`src/rtl/counter_bg_param.sv`:
```
// Purpose : WIDTH-bit up/down counter, binary or Gray output, parallel load, wrap pulse.
// Latency : 1 cycle from inputs to count/index/tc (all outputs registered).
// Backpr. : none; en acts as a hold, load overrides en every cycle.
//
// Build option: define BG_COUNTER_SAT_EN to saturate at the ends instead of wrapping.
// In that mode tc flags every enabled edge that is blocked at an end.
// The tc flag stays high for as long as the blocked condition persists.
module counter_bg_param #(
  parameter int WIDTH     = 3,
  parameter int RESET_VAL = 0
) (
  input  logic             clk,
  input  logic             reset,
  input  logic             en,
  input  logic             mode,
  input  logic             dir,
  input  logic             load,
  input  logic [WIDTH-1:0] load_val,
  output logic [WIDTH-1:0] count,
  output logic [WIDTH-1:0] index,
  output logic             tc
);

  localparam logic [WIDTH-1:0] RST_IDX = WIDTH'(RESET_VAL);
  localparam logic [WIDTH-1:0] IDX_MAX = {WIDTH{1'b1}};
  localparam logic [WIDTH-1:0] IDX_MIN = {WIDTH{1'b0}};
  localparam logic [WIDTH-1:0] IDX_ONE = {{(WIDTH-1){1'b0}}, 1'b1};

  logic [WIDTH-1:0] index_q, index_d;
  logic [WIDTH-1:0] count_q, count_d;
  logic             tc_q, tc_d;

  logic             at_max;
  logic             at_min;
  logic [WIDTH-1:0] index_inc;
  logic [WIDTH-1:0] index_dec;

  assign at_max    = (index_q == IDX_MAX);
  assign at_min    = (index_q == IDX_MIN);
  assign index_inc = index_q + IDX_ONE;
  assign index_dec = index_q - IDX_ONE;

  // Next index and wrap flag: load beats count, count beats hold.
  always_comb begin
    index_d = index_q;
    tc_d    = 1'b0;
    if (load) begin
      index_d = load_val;
      tc_d    = 1'b0;
    end else if (en && !dir) begin
`ifdef BG_COUNTER_SAT_EN
      if (at_max) begin
        index_d = index_q;
        tc_d    = 1'b1;
      end else begin
        index_d = index_inc;
        tc_d    = 1'b0;
      end
`else
      index_d = index_inc;
      tc_d    = at_max;
`endif
    end else if (en && dir) begin
`ifdef BG_COUNTER_SAT_EN
      if (at_min) begin
        index_d = index_q;
        tc_d    = 1'b1;
      end else begin
        index_d = index_dec;
        tc_d    = 1'b0;
      end
`else
      index_d = index_dec;
      tc_d    = at_min;
`endif
    end
  end

  // Output encoding follows the next index, so a mode change alone re-encodes in place.
  always_comb begin
    count_d = index_d;
    if (mode) begin
      count_d = index_d ^ (index_d >> 1);
    end
  end

  // State registers; reset clears immediately and count comes back as binary RESET_VAL.
  always_ff @(posedge clk or negedge reset) begin
    if (!reset) begin
      index_q <= RST_IDX;
      count_q <= RST_IDX;
      tc_q    <= 1'b0;
    end else begin
      index_q <= index_d;
      count_q <= count_d;
      tc_q    <= tc_d;
    end
  end

  assign index = index_q;
  assign count = count_q;
  assign tc    = tc_q;

endmodule

```
`config.mk`:
```
export PLATFORM = sky130hd
export DESIGN_NAME = counter_bg_param
export DESIGN_NICKNAME = d
export VERILOG_FILES = /design/src/rtl/counter_bg_param.sv
export SDC_FILE = /design/constraint.sdc
export NUM_CORES = 1
export LEC_CHECK = 0
export ABC_AREA = 1
export CAP_MARGIN = 20
export CELL_PAD_IN_SITES_DETAIL_PLACEMENT = 1
export CELL_PAD_IN_SITES_GLOBAL_PLACEMENT = 2
export CORE_MARGIN = 3
export CORE_UTILIZATION = 20
export DETAILED_ROUTE_END_ITERATION = 6
export GPL_ROUTABILITY_DRIVEN = 0
export PLACE_DENSITY_LB_ADDON = 0.3
export SLEW_MARGIN = 20
export SYNTH_ARGS = -nofsm -noshare
export SYNTH_HDL_FRONTEND = slang
export SYNTH_SLANG_ARGS = --single-unit
```
`constraint.sdc`:
```
create_clock -name clk -period 1.6 [get_ports clk]
set_clock_uncertainty 0.2 [all_clocks]
set_input_delay 0.4 -clock clk [delete_from_list [all_inputs] [get_ports clk]]
set_output_delay 0.4 -clock clk [all_outputs]
set_load 0.02 [all_outputs]
```
After elaboration in Yosys (flattened, before gate mapping) --
Cells that the tools add are included.
Operators by class: $add $sub $neg 2, equal/unequal tests 1, multiplexer cells 7, bitwise logic cells 1, reductions and logical operators 4
Operator list (number):
- 2-to-1 mux 3 bit | 4
- adder 3 x 1 -> 3 bit, second input constant | 1
- equality test 3 bit, second input constant | 1
- zero test 3 bit | 1
- 2-to-1 mux 1 bit | 3
- subtractor 3 x 1 -> 3 bit, second input constant | 1
- XOR 3 x 2 -> 3 bit | 1
- logical AND 1 bit | 2
- zero test 1 bit | 1
Storage, ports and cells: flip-flop bits (word level) 7, input bits 9, output and inout port bits 7, logic and storage cells 18

Depth between registers and ports, before layout --
Gate-level depths: netlist of run 1.
word-level depth 6, gate-level depth with buffers 10

Least setup slack after synthesis of run 1 --
OpenSTA, ideal clock, no wires.
path type register -> register, start point register index_q[0], in the netlist index[0], end point register count_q[1], in the netlist count[1], arrival 1347 ps, required time 1283 ps, path slack -64 ps, stages on the path, launching flop included 10, buffers on the path 0, path through dfrtp_1 -> ha_1 -> ha_1 -> nand3_1 -> nand2_1 -> inv_2 -> nand2_1 -> nand3b_1 -> nand2_1 -> nand2_1
On the way: cells in the longest elaborated chain, start to end 6, elaborated cells on any way between the ends 7, classes of those cells add/sub: 2; mux: 4; bitwise: 1
RTL lines:
- start, declared | RTL line 29 | logic [WIDTH-1:0] index_q, index_d;
- start signal, assigned | RTL line 94 | index_q <= index_d;
- subtractor 3 x 1 -> 3 bit | RTL line 41 | assign index_dec = index_q - IDX_ONE;
- 2-to-1 mux 3 bit | RTL line 63 | end else if (en && dir) begin
- 2-to-1 mux 3 bit (*) | RTL line 50 | end else if (en && !dir) begin
- 2-to-1 mux 3 bit (*) | RTL line 47 | if (load) begin
- XOR 3 x 2 -> 3 bit | RTL line 83 | count_d = index_d ^ (index_d >> 1);
- 2-to-1 mux 3 bit (*) | RTL line 82 | if (mode) begin
- named net count_d[1] | RTL line 30 | logic [WIDTH-1:0] count_q, count_d;
- end signal, assigned | RTL line 95 | count_q <= count_d;
- end, declared | RTL line 30
The timed path passes the listed nets; every way through them passes the cells marked *.

Worst setup path after layout of run 1 --
start point register index_q[1], in the netlist index[1], end point register count_q[1], in the netlist count[1]
Same word-level chain as after synthesis.

==> flow_summary_export.csv, run 1 <==
group,metric,value,unit
placement,place_ws,-0.2866,ns
finish,multi_input_comb_area,271.5,sq um
global_routing,grt_start_max_net_pins,7,
sta,timing.final.crit_share,1.004,
die,die_h,52.53,microns
global_routing,antenna_found_initial,0,
power_and_ir_drop,leakage,0.3430,nW
power_and_ir_drop,swShare,0.3521,
status,status,"complete, but fails checks",
power_and_ir_drop,pwr-share-comb,0.386,
clocking,worstSkewPairLatency,0.25,ns
global_routing,grt_pass1_vias,460,
status,violations,"setup timing",
drt,drt_iter0_markers,2,
global_routing,grt_overflow,0,
global_routing,track_usage,0.1000,
critical_path,start_kind,"register",
finish,antenna_cells,0,
power_and_ir_drop,power_density,815.6,mW/mm^2
sta,slew_headroom,0.8213,
sta,fmaxAchievable,0.6224,GHz
critical_path,required,1.54,ns
power_and_ir_drop,seq_power_share,0.334,
flow_run,max_cap_violations,0,
die,chipWidth,52.53,microns
power_and_ir_drop,p_sw,198.3,uW
drt,drc,0,
clocking,numCtsBuffers,3,
power_and_ir_drop,irDropWorstVdd,0.3696,mV
yosys,netlist_area,432.9,sq um
hold_path,hold_path_class,"primary input to async pin",
clocking,cts_root_buffer,"clkbuf_4",
die,coreArea,0.002002,sq mm
sta,hold_viol_final,0,
yosys,yosysSeqAreaShare,0.3468,
die,initial_utilization,0.2162,
sta,rsz0062_at_grt,"yes",
placement,portBuffers,15,
finish,drive_above_1_share,0.4026,
finish,post-route-util,0.3450,
critical_path,worstPathMaxFanout,4,
clocking,ctsHoldBuffers,0,
sta,worst_slack,-0.006724,ns
finish,syn2layout_area_growth,59.54,%
finish,fin_nets,91,
critical_path,critPathKind,"register to register",
critical_path,path_cells,"ha_4 > ha_4 > nand3_2 > nand2_2 > inv_2 > nand2_1 > nand3b_1 > nand2_1 > nand2_1",
power_and_ir_drop,pwr-share-clk,0.281,
finish,regArea,152.6,sq um
yosys,synth_cells,54,
critical_path,end_kind,"register",
sta,setup_violations,1,
yosys,ys_types,18,
clocking,clk_pin_slew,0.05,ns
drt,ant_nets,0,
drt,vias,419,
yosys,yosysWarnings,0,
die,num_rows,16,
clocking,cts_tree,"yes",
drt,routed_via_density,4.029,
yosys,synth_area_per_cell,8.017,sq um
sta,slew_viol_final,0,
drt,wl,1111,microns
sta,tightest_slew,0.2673,ns
placement,hpwl,843.1,microns
drt,drtPass1Iterations,3,
sta,period_minus_slack,1.607,ns
die,dieArea,0.002759,sq mm
power_and_ir_drop,internal_power,364.9,uW
drt,wl_per_cell,10.68,microns
clocking,clkSinkCount,6,
global_routing,grt_pass1_wl,1980,microns
die,ios,16,
clocking,h-tree-depth,1,
critical_path,slowest_delay,0.44,ns
critical_path,slowest_stage,"dfrtp_2",
critical_path,worst-endpoint-arrival,1.54,ns
clocking,cts_buffer_depth,2,
critical_path,critical_path.most_common_cell,"nand2_1",
yosys,synth_fp_nets,67,
yosys,ys_seq_elements,6,
finish,fillers,257,
Yosys cell counts:
| cell type | instances | area (sq um) |
|---|---|---|
| nand2_1 | 14 | 52.55 |
| nand3_1 | 7 | 35.03 |
| dfrtp_1 | 6 | 150.1 |
| inv_1 | 5 | 18.77 |
| ha_1 | 4 | 50.05 |
| inv_2 | 3 | 11.26 |
| nand2_2 | 2 | 12.51 |
| nand3b_1 | 2 | 15.01 |
| nor2_1 | 2 | 7.510 |
| a21oi_1 | 1 | 5.000 |
| a21oi_4 | 1 | 16.27 |
| buf_4 | 1 | 7.510 |
| buf_6 | 1 | 11.26 |
| clkinv_2 | 1 | 5.000 |
| nand2_4 | 1 | 11.26 |
| nor2_2 | 1 | 6.260 |
| o21ai_2 | 1 | 8.760 |
| xnor2_1 | 1 | 8.760 |
sequential cells by signal, summed over array words and instances, names as in the netlist:
name	count
count	3
index	2
tc	1
cell type report:
type,instances,area share
Tap cell,27,0.04891
Sequential cell,6,0.2210
Multi-Input combinational cell,37,0.3931
Timing Repair Buffer,21,0.2482
Inverter,9,0.05072
Clock buffer,4,0.03804
metrics by stage:
stage                     area [sq um]  power, mW  setup TNS, ns  hold slack [ns]  cells
after CTS                        700.7     0.5781       -0.03439           0.1775    104
after floorplan                  460.4     0.3159              0         -0.09559     54
after global placement           655.6     0.4114        -0.8242           0.4536     98
after global routing             690.7     0.6092        -0.2209           0.1923    104
after detailed placement         655.6     0.4141        -0.8545           0.4565     98
final                            690.7     0.5633      -0.006724           0.1823    104
cell usage in the layout (no fill, tap or decap), drive strengths merged:
cell	instances
xnor2	1
nor2	3
clkdlybuf4s50	7
clkbuf	8
dfrtp	6
dlygate4sd2	4
nand3	7
nand2	17
nand3b	2
clkinv	1
inv	8
ha	4
o21ai	1
a21oi	2
buf	6
critical path: cells and delay by family (launching register included):
kind	cells	cell delay, ns
fa+ha+maj	2	0.43
buf+inv	1	0.05
simple gates	6	0.39
flops	1	0.44
path summary, 6_finish.rpt:
kind | slack [ns] | to | start | cells past startpoint
setup / recovery | -0.007 | count[1] | index[1] | 9
hold / removal | 0.18 | count[0] | reset | 1
setup reg to reg | -0.007 | count[1] | index[1] | 9
hold reg to reg | 0.54 | count[2] | count[2] | 4
max in group asynchronous | 0.79 | index[0] | reset | 1
min in group clk | 0.52 | index[0] | load_val[0] | 3
power groups by stage:
stage	Combinational (mW)	Clock (mW)	Sequential, mW
2_1_floorplan	0.100	0	0.216
3_3_place_gp	0.221	0	0.191
3_5_place_dp	0.223	0	0.191
4_1_cts	0.224	0.166	0.188
5_1_grt	0.245	0.171	0.193
6_report	0.217	0.158	0.188
logic make-up (layout without fill, tap and decap cells):
logic type	Yosys count	count (layout)	synth area share
xor gates and xnor gates	1	1	0.02023
and+or+nand+nor	29	29	0.3237
adders and majority gates	4	4	0.1156
buffers and inverters	11	34	0.1243
AOI/OAI and AO/OA	3	3	0.06937
DFF	6	6	0.3468
per-layer routing:
layer / wire length, microns / up-vias / global-route usage
met5: 0 / - / 0
met4: 28 / 0 / 0.06383
met3: 73 / 3 / 0.01994
met2: 510 / 12 / 0.1488
met1: 499 / 193 / 0.1298
li1: - / 211 / -
timing repair:
item | CTS | global route
hold endpoints to repair | 0 | 0
cloned | 1 | 0
endpoints found under the setup margin | 9 | 6
gates resized for setup | 14 | 8
pin swaps | 8 | 2
setup buffers | 1 | 0
No activity file was read; power rests on OpenSTA's default activity.
==> run 2: changes to the inputs <==
--- a/config.mk
+++ b/config.mk
@@ -9,8 +9,8 @@
 export CAP_MARGIN = 20
 export CELL_PAD_IN_SITES_DETAIL_PLACEMENT = 1
 export CELL_PAD_IN_SITES_GLOBAL_PLACEMENT = 2
-export CORE_MARGIN = 3
-export CORE_UTILIZATION = 20
+export CORE_MARGIN = 1.5
+export CORE_UTILIZATION = 24
 export DETAILED_ROUTE_END_ITERATION = 6
 export GPL_ROUTABILITY_DRIVEN = 0
 export PLACE_DENSITY_LB_ADDON = 0.3
==> constraint.sdc (replaced) <==
create_clock -name clk -period 1.9 [get_ports clk]
set_clock_uncertainty 0.2 [all_clocks]
set_input_delay 0.475 -clock clk [delete_from_list [all_inputs] [get_ports clk]]
set_output_delay 0.475 -clock clk [all_outputs]
set_load 0.02 [all_outputs]
==> run 2 against run 1 <==
  * The run now ends clean
  * Critical path depth fell by 8
  * Sequential power fell by 17%
  * Clock-buffer cell count fell by 1
  * Worst hold slack improved by 0.093 ns
  * Highest routed layer is now met3
  * Critical path type is now register to primary output
  * Largest power group unchanged
  * Global-route usage barely moved
  * Combinational power fell by 24%
==> flow_summary_export.csv, run 2 (synthesis gave the netlist of run 1 again) <==
group,metric,value,unit
status,status,"finished clean",
hold_path,hold_path_class,"primary input to async pin",
global_routing,track_usage,0.1003,
clocking,cts_tree,"yes",
clocking,clkSinkCount,6,
clocking,numCtsBuffers,3,
die,die_h,45.47,microns
critical_path,worst-path-buf-inv,1,
finish,drive_above_1_share,0.2083,
drt,vias,392,
die,ios,16,
flow_run,max_cap_violations,0,
placement,hpwl,815.7,microns
finish,final_common_cell,"nand2_1",
critical_path,critPathKind,"register to primary output",
critical_path,required,1.22,ns
finish,antenna_cells,0,
die,chipWidth,45.47,microns
finish,design_area,628.1,sq um
clocking,cts_buffer_depth,2,
power_and_ir_drop,irDropWorstVdd,0.2581,mV
critical_path,cp_top_family,"buffers and inverters",
clocking,worstSkewPairLatency,0.23,ns
critical_path,worstPathMaxFanout,1,
drt,wl_per_cell,9.546,microns
drt,wl,926,microns
clocking,cts_root_buffer,"clkbuf_4",
clocking,h-tree-depth,1,
critical_path,worst-endpoint-arrival,1.14,ns
finish,final_cell_mix,"nand2_1 (14), clkdlybuf4s50_1 (11), nand3_1 (7)",
sta,fmaxAchievable,0.5499,GHz
finish,fillers,212,
placement,dpl_cell_area,610.6,sq um
sta,worst_slack,0.08155,ns
placement,place_ws,-0.07816,ns
clocking,clk_pin_slew,0.04,ns
drt,drtPass1Iterations,2,
sta,tightest_slew,0.2630,ns
global_routing,grt_pass1_wl,1469,microns
finish,largest_reg_flops,3,
finish,fin_nets,87,
placement,portBuffers,15,
drt,ant_nets,0,
drt,routed_via_density,4.041,
sta,period_minus_slack,1.818,ns
die,dieArea,0.002068,sq mm
sta,timing.setup.tns,0,ns
global_routing,grt_pass1_vias,349,
die,initial_utilization,0.2535,
clocking,ctsHoldBuffers,0,
drt,drt_iter0_markers,2,
critical_path,slowest_delay,0.59,ns
power_and_ir_drop,power_density,683.7,mW/mm^2
finish,syn2layout_area_growth,45.09,%
power_and_ir_drop,power,429.4,uW
sta,slew_viol_final,0,
critical_path,path_cells,"clkdlybuf4s50_1",
global_routing,grt_start_max_net_pins,10,
critical_path,slowest_stage,"clkdlybuf4s50_1",
sta,hold_viol_final,0,
power_and_ir_drop,leakage,0.3151,nW
global_routing,antenna_found_initial,0,
sta,rsz0062_at_grt,"no",
die,coreArea,0.001708,sq mm
critical_path,start_kind,"register",
die,num_rows,15,
drt,drc,0,
sta,slew_headroom,0.8241,
sta,setup_violations,0,
sta,timing.final.crit_share,0.9571,
global_routing,grt_overflow,0,
critical_path,end_kind,"primary output",
[run 2: cell types whose count changed in the layout (fill, tap and decap cells not counted), moves of 2 or more]
cell,previous run,this run
ha_1,2,4
dfrtp_2,2,0
dfrtp_1,4,6
nand3_1,5,7
nand3_2,2,0
clkdlybuf4s50_1,7,11
ha_4,2,0
buf_4,4,2
clkbuf_2,4,0
[run 2: where the power goes]
part / switching, mW / internal [mW] / leakage [nW] / total, mW
Sequential: 0.0116 / 0.144 / 0.0731 / 0.156
Clock: 0.0382 / 0.0709 / 0.0138 / 0.109
Combinational: 0.0899 / 0.0749 / 0.228 / 0.165
Total: 0.140 / 0.290 / 0.315 / 0.429
[run 2: path summary, 6_finish.rpt]
path,from,slack [ns],cells past startpoint,end
worst min register to register,count[2],0.46,3,tc
worst max register to register,index[0],0.22,9,count[1]
worst min-delay path,reset,0.27,1,count[1]
min in group clk,count[2],0.46,3,tc
worst max-delay path,count[1],0.08,1,count[1]
max in group asynchronous,reset,1.02,1,index[1]
[run 2: what timing repair did]
action,in CTS,in global routing
resized for setup,4,0
buffers inserted,0,0
endpoints found under the setup margin,4,0
hold endpoints to repair,0,0
[run 2: stage by stage]
| stage | std cells | hold WS (ns) | util |
|---|---|---|---|
| after CTS | 97 | 0.2794 | 0.3678 |
| after global placement | 94 | 0.4871 | 0.3575 |
| after global routing | 97 | 0.2878 | 0.3678 |
| after floorplan | 54 | -0.02059 | - |
| final | 97 | 0.2750 | 0.3678 |
| after detailed placement | 94 | 0.4851 | 0.3575 |
[run 2: area by class of cell]
type / count / area [sq um] / share of cell area
Multi-Input combinational cell: 37 / 229.0 / 0.3645
Timing Repair Buffer: 17 / 160.2 / 0.2550
Sequential cell: 6 / 150.1 / 0.2390
Inverter: 9 / 35.03 / 0.05578
Tap cell: 25 / 31.28 / 0.04980
Clock buffer: 3 / 22.52 / 0.03586
[run 2: worst register-to-register path, stage by stage, from the launching register on]
cell and delay (ns):
dfrtp_1 0.42, ha_1 0.22, ha_1 0.27, nand3_1 0.08
nand2_1 0.08, inv_2 0.05, nand2_1 0.06, nand3b_1 0.07
nand2_1 0.06, nand2_1 0.07
[run 2: layer usage]
metal	track usage	routed length, microns	vias to the layer above
met3	0.01190	18	0
met4	0.03529	0	0
li1	-	-	205
met5	0	0	-
met1	0.1256	426	181
met2	0.1746	481	6
==> run 3: changes to the inputs <==
--- a/config.mk
+++ b/config.mk
@@ -9,6 +9,7 @@
 export CAP_MARGIN = 20
 export CELL_PAD_IN_SITES_DETAIL_PLACEMENT = 1
 export CELL_PAD_IN_SITES_GLOBAL_PLACEMENT = 2
+export CORE_ASPECT_RATIO = 0.9
 export CORE_MARGIN = 1.5
 export CORE_UTILIZATION = 24
 export DETAILED_ROUTE_END_ITERATION = 6
==> run 3 against run 2 <==
  * Design area down 0.20%
  * Clock power up 12%
  * Setup slack worse by 0.030 ns
  * Critical path depth unchanged
  * Sequential power about the same
  * Sequential share of layout area about the same
  * Register-to-register slack worse by 0.04 ns
  * Fmax down 1.6%
  * Non-clock buffer count unchanged
  * Combinational power about the same
  * First-iteration DRC count rose to 2.5 times the previous value
==> flow_summary_export.csv, run 3 (synthesis gave the netlist of run 1 again) <==
group,metric,value,unit
status,status,"finished clean",
die,die_h,43.29,microns
clocking,h-tree-depth,1,
power_and_ir_drop,power_density,708.5,mW/mm^2
finish,post-route-util,0.3728,
sta,slew_headroom,0.8091,
finish,final_cell_mix,"nand2_1 (14), clkdlybuf4s50_1 (11), nand3_1 (7)",
placement,dp.cells,93,
critical_path,worst-path-buf-inv,1,
sta,period_minus_slack,1.848,ns
global_routing,antenna_found_initial,0,
die,coreArea,0.001682,sq mm
critical_path,end_kind,"primary output",
drt,vias,396,
placement,hpwl,835.2,microns
drt,drtPass1Iterations,2,
sta,tightest_slew,0.2855,ns
finish,largest_reg_flops,3,
sta,setup_violations,0,
clocking,cts_tree,"yes",
hold_path,hold_path_class,"primary input to async pin",
finish,stdcell_count,96,
finish,regArea,150.1,sq um
drt,routed_via_density,4.125,
sta,hold_viol_final,0,
flow_run,max_cap_violations,0,
global_routing,track_usage,0.1271,
global_routing,grt_start_max_net_pins,10,
drt,drt_iter0_markers,5,
critical_path,r2r_slack,0.18,ns
global_routing,grt_pass1_wl,1759,microns
critical_path,start_kind,"register",
clocking,worstSkewPairLatency,0.25,ns
drt,wl,992,microns
finish,multi_input_comb_area,229.0,sq um
sta,rsz0062_at_grt,"no",
critical_path,slowest_delay,0.60,ns
power_and_ir_drop,leakage,0.3152,nW
clocking,clkSinkCount,6,
clocking,cts_root_buffer,"clkbuf_4",
power_and_ir_drop,irDropWorstVdd,0.1644,mV
clocking,ctsHoldBuffers,0,
global_routing,grt_pass1_vias,405,
critical_path,worst-endpoint-arrival,1.17,ns
clocking,clk_pin_slew,0.05,ns
critical_path,worstPathMaxFanout,1,
finish,fin_nets,87,
sta,slew_viol_final,0,
die,dieArea,0.002068,sq mm
sta,timing.final.crit_share,0.9728,
finish,drive_above_1_share,0.2083,
critical_path,cp_top_family,"buffers and inverters",
critical_path,required,1.22,ns
clocking,post-cts-setup-buffers,0,
critical_path,slowest_stage,"clkdlybuf4s50_1",
finish,final_common_cell,"nand2_1",
die,initial_utilization,0.2574,
critical_path,critPathKind,"register to primary output",
drt,wl_per_cell,10.33,microns
sta,fmaxAchievable,0.5410,GHz
die,num_rows,14,
drt,drc,0,
die,ios,16,
clocking,numCtsBuffers,3,
finish,antenna_cells,0,
drt,ant_nets,0,
critical_path,path_cells,"clkdlybuf4s50_1",
die,chipWidth,47.77,microns
finish,fillers,216,
global_routing,grt_overflow,0,
placement,portBuffers,15,
clocking,cts_buffer_depth,2,
finish,syn2layout_area_growth,44.80,%
[run 3: cell counts in the layout (fill, tap and decap cells not counted)]
Identical to the previous run, type by type.
[run 3: worst paths after layout]
kind	startpoint	endpoint	cells after the start
min in group clk	index[0]	index[0]	2
max	count[0]	count[0]	1
min	reset	index[0]	1
min reg2reg	index[0]	index[0]	2
max reg2reg	index[0]	count[1]	8
max in group asynchronous	reset	tc	1
[run 3: final cells by class]
| type | instances | share of cell area |
|---|---|---|
| multi-input combinational | 37 | 0.3653 |
| timing repair buffer | 17 | 0.2555 |
| sequential | 6 | 0.2395 |
| inverter | 9 | 0.05589 |
| tap | 24 | 0.04790 |
| clock buffer | 3 | 0.03593 |
[run 3: timing repair]
item / CTS / global route
hold endpoints to repair: 0 / 0
endpoints found under the setup margin: 4 / 0
gates resized for setup: 4 / 0
[run 3: metal layers]
layer,share of wire,vias to the layer above,global-route usage
met5,0,-,0
met4,0.015,0,0.08108
met3,0.026,2,0.03830
met2,0.51,8,0.1787
met1,0.44,184,0.1628
li1,-,202,-
[run 3: stage by stage]
step                      cell area, sq um  hold slack [ns]  worst slack (ns)  setup TNS [ns]  total power [mW]
after floorplan                      432.9         -0.02059            0.2358               0            0.2568
after global placement               609.3           0.4740          -0.03471        -0.06331            0.3299
after detailed placement             609.3           0.4884          -0.06678         -0.1236            0.3347
after CTS                            626.9           0.2681           0.03471               0            0.4529
after global routing                 626.9           0.2750           0.01790               0            0.4803
final                                626.9           0.2695           0.05160               0            0.4441
[run 3: report_power, final]
part | switching [mW] | total [mW] | internal, mW
registers | 0.0124 | 0.156 | 0.144
logic | 0.0905 | 0.166 | 0.0752
clock network | 0.0505 | 0.122 | 0.0718
total | 0.153 | 0.444 | 0.291
